==> src/rtl/instr_fetch_if.sv <==
// Bundles the program-load handshake, ROM write/address bus and the decode controls of instr_fetch.
// The master modport is the fetch unit; the slave modport is the loader/decode/ROM side.
interface instr_fetch_if #(
  parameter int A = 6,
  parameter int W = 8
);
  logic         Start;
  logic         LoadValid;
  logic [W-1:0] LoadData;
  logic         LoadLast;
  logic         LoadReady;
  logic         Stall;
  logic         BranchEn;
  logic [A-1:0] BranchTarget;
  logic         Halt;
  logic [A-1:0] InstAddress;
  logic         write_enable;
  logic [W-1:0] InputData;
  logic [A:0]   LoadCount;
  logic         Running;
  logic         Done;

  modport master (
    input  Start, LoadValid, LoadData, LoadLast, Stall, BranchEn, BranchTarget, Halt,
    output LoadReady, InstAddress, write_enable, InputData, LoadCount, Running, Done
  );

  modport slave (
    output Start, LoadValid, LoadData, LoadLast, Stall, BranchEn, BranchTarget, Halt,
    input  LoadReady, InstAddress, write_enable, InputData, LoadCount, Running, Done
  );
endinterface

==> src/rtl/instr_fetch.sv <==
// Program loader and program counter for the instruction ROM: IDLE -> LOAD -> RUN -> DONE.
// Define FETCH_REL_BRANCH_EN to treat BranchTarget as a signed PC-relative offset.
module instr_fetch #(
  parameter int A = 6,
  parameter int W = 8
) (
  input  logic          Clk,
  input  logic          Reset_n,
  instr_fetch_if.master bus
);
  typedef enum logic [1:0] {IDLE, LOAD, RUN, DONE} state_t;

  localparam logic [A-1:0] PC_MAX = {A{1'b1}};

  state_t       state_q, state_d;
  logic [A-1:0] pc_q, pc_d;
  logic [A:0]   count_q, count_d;
  logic         running_q, running_d;
  logic         done_q, done_d;
  logic         transfer;
  logic [A-1:0] branch_pc;

  assign transfer = (state_q == LOAD) && bus.LoadValid;

`ifdef FETCH_REL_BRANCH_EN
  // Two's-complement add wraps modulo 2**A, so a signed offset needs no extension.
  assign branch_pc = pc_q + bus.BranchTarget;
`else
  assign branch_pc = bus.BranchTarget;
`endif

  always_comb begin
    state_d = state_q;
    pc_d    = pc_q;
    count_d = count_q;
    case (state_q)
      IDLE, DONE: begin
        if (bus.Start) begin
          state_d = LOAD;
          pc_d    = '0;
          count_d = '0;
        end
      end
      LOAD: begin
        if (transfer) begin
          pc_d    = pc_q + 1'b1;
          count_d = count_q + 1'b1;
          if (bus.LoadLast || (pc_q == PC_MAX)) begin
            state_d = RUN;
            pc_d    = '0;
          end
        end
      end
      RUN: begin
        // Halt outranks branch, branch outranks stall.
        if (bus.Halt) begin
          state_d = DONE;
        end else if (bus.BranchEn) begin
          pc_d = branch_pc;
        end else if (!bus.Stall) begin
          pc_d = pc_q + 1'b1;
        end
      end
      default: state_d = IDLE;
    endcase
    running_d = (state_d == RUN);
    done_d    = (state_d == DONE);
  end

  always_ff @(posedge Clk or negedge Reset_n) begin
    if (!Reset_n) begin
      state_q   <= IDLE;
      pc_q      <= '0;
      count_q   <= '0;
      running_q <= 1'b0;
      done_q    <= 1'b0;
    end else begin
      state_q   <= state_d;
      pc_q      <= pc_d;
      count_q   <= count_d;
      running_q <= running_d;
      done_q    <= done_d;
    end
  end

  assign bus.LoadReady    = (state_q == LOAD);
  assign bus.write_enable = transfer;
  assign bus.InputData    = (state_q == LOAD) ? bus.LoadData : '0;
  assign bus.InstAddress  = pc_q;
  assign bus.LoadCount    = count_q;
  assign bus.Running      = running_q;
  assign bus.Done         = done_q;
endmodule

==> src/flat_wrapper.sv <==
// flat-port wrapper written by rule: the top's interface ports become plain ports
module instr_fetch_flat 
#(
  parameter int A = 6,
  parameter int W = 8
)
  (Clk, Reset_n, bus_Start, bus_LoadValid, bus_LoadData, bus_LoadLast, bus_Stall, bus_BranchEn, bus_BranchTarget, bus_Halt, bus_LoadReady, bus_InstAddress, bus_write_enable, bus_InputData, bus_LoadCount, bus_Running, bus_Done);
  instr_fetch_if #(.A(A), .W(W)) bus_i ();
  input  logic Clk;
  input  logic Reset_n;
  input wire logic [$bits(bus_i.Start)-1:0] bus_Start;
  input wire logic [$bits(bus_i.LoadValid)-1:0] bus_LoadValid;
  input wire logic [$bits(bus_i.LoadData)-1:0] bus_LoadData;
  input wire logic [$bits(bus_i.LoadLast)-1:0] bus_LoadLast;
  input wire logic [$bits(bus_i.Stall)-1:0] bus_Stall;
  input wire logic [$bits(bus_i.BranchEn)-1:0] bus_BranchEn;
  input wire logic [$bits(bus_i.BranchTarget)-1:0] bus_BranchTarget;
  input wire logic [$bits(bus_i.Halt)-1:0] bus_Halt;
  output wire logic [$bits(bus_i.LoadReady)-1:0] bus_LoadReady;
  output wire logic [$bits(bus_i.InstAddress)-1:0] bus_InstAddress;
  output wire logic [$bits(bus_i.write_enable)-1:0] bus_write_enable;
  output wire logic [$bits(bus_i.InputData)-1:0] bus_InputData;
  output wire logic [$bits(bus_i.LoadCount)-1:0] bus_LoadCount;
  output wire logic [$bits(bus_i.Running)-1:0] bus_Running;
  output wire logic [$bits(bus_i.Done)-1:0] bus_Done;
  assign bus_i.Start = bus_Start;
  assign bus_i.LoadValid = bus_LoadValid;
  assign bus_i.LoadData = bus_LoadData;
  assign bus_i.LoadLast = bus_LoadLast;
  assign bus_i.Stall = bus_Stall;
  assign bus_i.BranchEn = bus_BranchEn;
  assign bus_i.BranchTarget = bus_BranchTarget;
  assign bus_i.Halt = bus_Halt;
  assign bus_LoadReady = bus_i.LoadReady;
  assign bus_InstAddress = bus_i.InstAddress;
  assign bus_write_enable = bus_i.write_enable;
  assign bus_InputData = bus_i.InputData;
  assign bus_LoadCount = bus_i.LoadCount;
  assign bus_Running = bus_i.Running;
  assign bus_Done = bus_i.Done;
  instr_fetch #(.A(A), .W(W)) u_core (.Clk(Clk), .Reset_n(Reset_n), .bus(bus_i));
endmodule
==> config.mk <==
export PLATFORM = sky130hd
export DESIGN_NAME = instr_fetch_flat
export DESIGN_NICKNAME = d
export VERILOG_FILES = /design/src/rtl/instr_fetch_if.sv /design/src/rtl/instr_fetch.sv /design/src/flat_wrapper.sv
export SDC_FILE = /design/constraint.sdc
export NUM_CORES = 1
export LEC_CHECK = 0
export BUFFER_PORTS_ARGS = -buffer_cell sky130_fd_sc_hd__buf_2
export CORE_UTILIZATION = 51
export DETAILED_ROUTE_END_ITERATION = 8
export GPL_ROUTABILITY_DRIVEN = 0
export PLACE_DENSITY_LB_ADDON = 0.3
export SLEW_MARGIN = 0
export SYNTH_ARGS = -nofsm -noshare
export SYNTH_HDL_FRONTEND = slang
export SYNTH_SLANG_ARGS = --single-unit
==> constraint.sdc <==
create_clock -name Clk -period 5 [get_ports Clk]
set_input_delay 0.25 -clock Clk [delete_from_list [all_inputs] [get_ports Clk]]
set_output_delay 0.25 -clock Clk [all_outputs]
set_load 0.05 [all_outputs]
==> results_dict.tcl <==
set metrics [dict create \
    synth_cells 133 \
    gr-total-overflow 0 \
    vias 1136 \
    period_minus_slack_ns 2.046 \
    dr.pass1.iters 4 \
    worst_slew_pin_slew_ns 0.5295 \
    rsz0062_at_grt "no" \
    critPathRequiredTime_ns 5.20 \
    worst-path-max-fanout 19 \
    grt_use_total 0.2387 \
    leakage_nw 0.7652 \
    syn-num-nets 160 \
    cts.sink_count 17 \
    clk_latency_ns 0.31 \
    slew_violations 0 \
    ctsResizeCount 0 \
    yosysUniqueCellTypes 37 \
    antenna_found_initial 0 \
    first_iter_violations 29 \
    synthesis.area_um2 1156 \
    path_cells "inv_1 -> ha_1 -> mux2i_1 -> nor3b_2 -> nand3_1 -> xor2_1 -> nor2_1" \
    htreeDepth 1 \
    yosysSeqAreaShare 0.3680 \
    grt_pass1_wl_um 4485 \
    dieHeight_um 49.61 \
    root_buffer "clkbuf_4" \
    finalCritPeriodShare 0.4093 \
    stdcell_area_um2 1430 \
    cpPeakStageDelay_ns 0.50 \
    ant_nets 0 \
    slew_headroom 0.6470 \
    startpoint "u_core.state_q[1]" \
    clkSlewWorstSetupHoldPaths_ns 0.10 \
    fin_skew_ns 0.003146 \
    async_reset_ff_frac 1.000 \
    syn_avg_cell_area_um2 8.693 \
    postPlaceCellArea_um2 1393 \
    post-cts-setup-buffer-count 0 \
    synth-main-ff-cell "dfrtp_1" \
    nets 207 \
    fill_cells 179 \
    start_util 0.5662 \
    dp_hpwl_um 2100 \
    crit_type "register to register" \
    cp.arrival_ns 2.24 \
    cap_violations 0 \
    gr-usage-met2 0.3829 \
    finalHoldViolCount 0 \
    worstHoldPathType "input port to register" \
    drc 0 \
    core_area_um2 2042 \
    dieArea_um2 2461 \
    end_kind "register" \
    wl_per_cell_um 12.97 \
    setup_tns_ns 0 \
    slowest_stage "ha_1" \
    yosysWarnings 0 \
    antennaDiodeCount 0 \
    startpoint_type "register" \
    cp_top_family "adder cells" \
    synthToLayoutAreaGrowth_pct 23.70 \
    viasPerCell 5.515 \
    synth_seq_cells 17 \
    rows 16 \
    clock_path_buffers 2 \
    cts_tree "done" \
    met3_usage 0.04012 \
    synth-edff-count 0 \
    grt_max_degree 20 \
    grtUsageMet1 0.3177 \
    cts_hold_buffers 1 \
    wirelength_um 2672 \
    final_common_cell "buf_2" \
    worstReg2RegStart "u_core.state_q[1]" \
    die_w_um 49.61 \
    first_global_vias 1020 \
    peakVddDrop_uv 416.8 \
    layout_common_cells "buf_2, dfrtp_1, nor2_1, nand2_1, o21ai_0" \
    powerDensity_nw_per_um2 548.6 \
    min_from "bus_Start" \
    io_pins 47 \
    setup-violations-final 0 \
    io_buffers 46 \
    fmax_mhz 488.7 \
    grt.busiest_layer "met2" \
    status "complete, no violations" \
    cts_buffers 3 \
    drive_gt1_frac 0.3073 \
    cp.buffers_inverters 1 \
]
==> metal layers <==
layer | wire, um | up-vias | part of all wire
met1 | 1164 | 529 | 0.44
li1 | - | 564 | -
met5 | 0 | - | 0
met3 | 141 | 3 | 0.053
met4 | 29 | 0 | 0.011
met2 | 1336 | 40 | 0.50
==> registers in the layout, indices dropped and copies added, names as in the netlist <==
register / flops
u_core.bus.InstAddress: 6
u_core.bus.LoadCount: 7
u_core.bus.Running: 1
u_core.state_q: 2
u_core.bus.Done: 1
==> synthesized netlist by cell type (3+ instances only) <==
cell     instances  area (um2)
ha_1             5       62.56
nand2_1         11       41.29
a21o_1           4       30.03
inv_1            6       22.52
a22o_1           3       26.28
nor2_1          14       52.55
o22ai_1          3       18.77
o21ai_0         11       55.05
and2_1          10       62.56
nor3_1           4       20.02
xor2_1           5       43.79
nor2b_1          3       18.77
nand3_1          8       40.04
dfrtp_1         17       425.4
==> power by group <==
part | total, W | switching [W] | internal [W]
clock | 0.0000783 | 0.0000483 | 0.0000300
combinational | 0.000505 | 0.000364 | 0.000141
sequential | 0.000202 | 0.0000336 | 0.000168
total | 0.000785 | 0.000446 | 0.000339
==> path summary, 6_finish.rpt <==
| path | slack (ns) | depth (start not counted) | end |
|---|---|---|---|
| worst max-delay path | 2.95 | 7 | u_core.bus.LoadCount[3] |
| worst min-delay path | 0.34 | 4 | u_core.bus.LoadCount[5] |
| worst max register to register | 2.95 | 7 | u_core.bus.LoadCount[3] |
| worst min register to register | 0.55 | 2 | u_core.bus.LoadCount[6] |
| max in group asynchronous | 4.34 | 2 | u_core.bus.InstAddress[0] |
| min in group asynchronous | 0.38 | 2 | u_core.bus.InstAddress[2] |
==> stage by stage <==
step                        util  hold slack [ns]  cells  worst slack (ns)  total power (W)
after floorplan                -         -0.04559    133             2.891        0.0006037
after global placement    0.6820           0.1865    201             3.089        0.0006929
after detailed placement  0.6820           0.1941    201             2.979        0.0007053
after CTS                 0.7004           0.3435    206             2.960        0.0007849
after global routing      0.7004           0.3470    206             2.734        0.0008351
final                     0.7004           0.3375    206             2.954        0.0007846
==> logic make-up after synthesis <==
| logic type | Yosys count | synth area share |
|---|---|---|
| adders and majority gates | 5 | 0.05411 |
| muxes | 2 | 0.01840 |
| and+or+nand+nor | 57 | 0.2543 |
| buffers and inverters | 11 | 0.04328 |
| DFF | 17 | 0.3680 |
| xor gates and xnor gates | 7 | 0.05303 |
| AOI/OAI and AO/OA | 34 | 0.2089 |
==> worst register-to-register path: cells and delay by family (launching register included) <==
family	cells	cell delay, ns
and+or+nand+nor	3	0.50
adders and majority gates	1	0.50
muxes	1	0.27
DFF	1	0.42
xor gates and xnor gates	1	0.17
buffers and inverters	1	0.10
==> layout make-up <==
cell class                      count  area [um2]  area share
Multi-Input combinational cell    105       680.7      0.4759
Clock inverter                      1       5.005    0.003500
Sequential cell                    17       425.4      0.2975
Tap cell                           27       33.78     0.02362
Inverter                            6       22.52     0.01575
Clock buffer                        3       22.52     0.01575
Timing Repair Buffer               47       240.2      0.1680
Power figures use the tool's default switching activity.
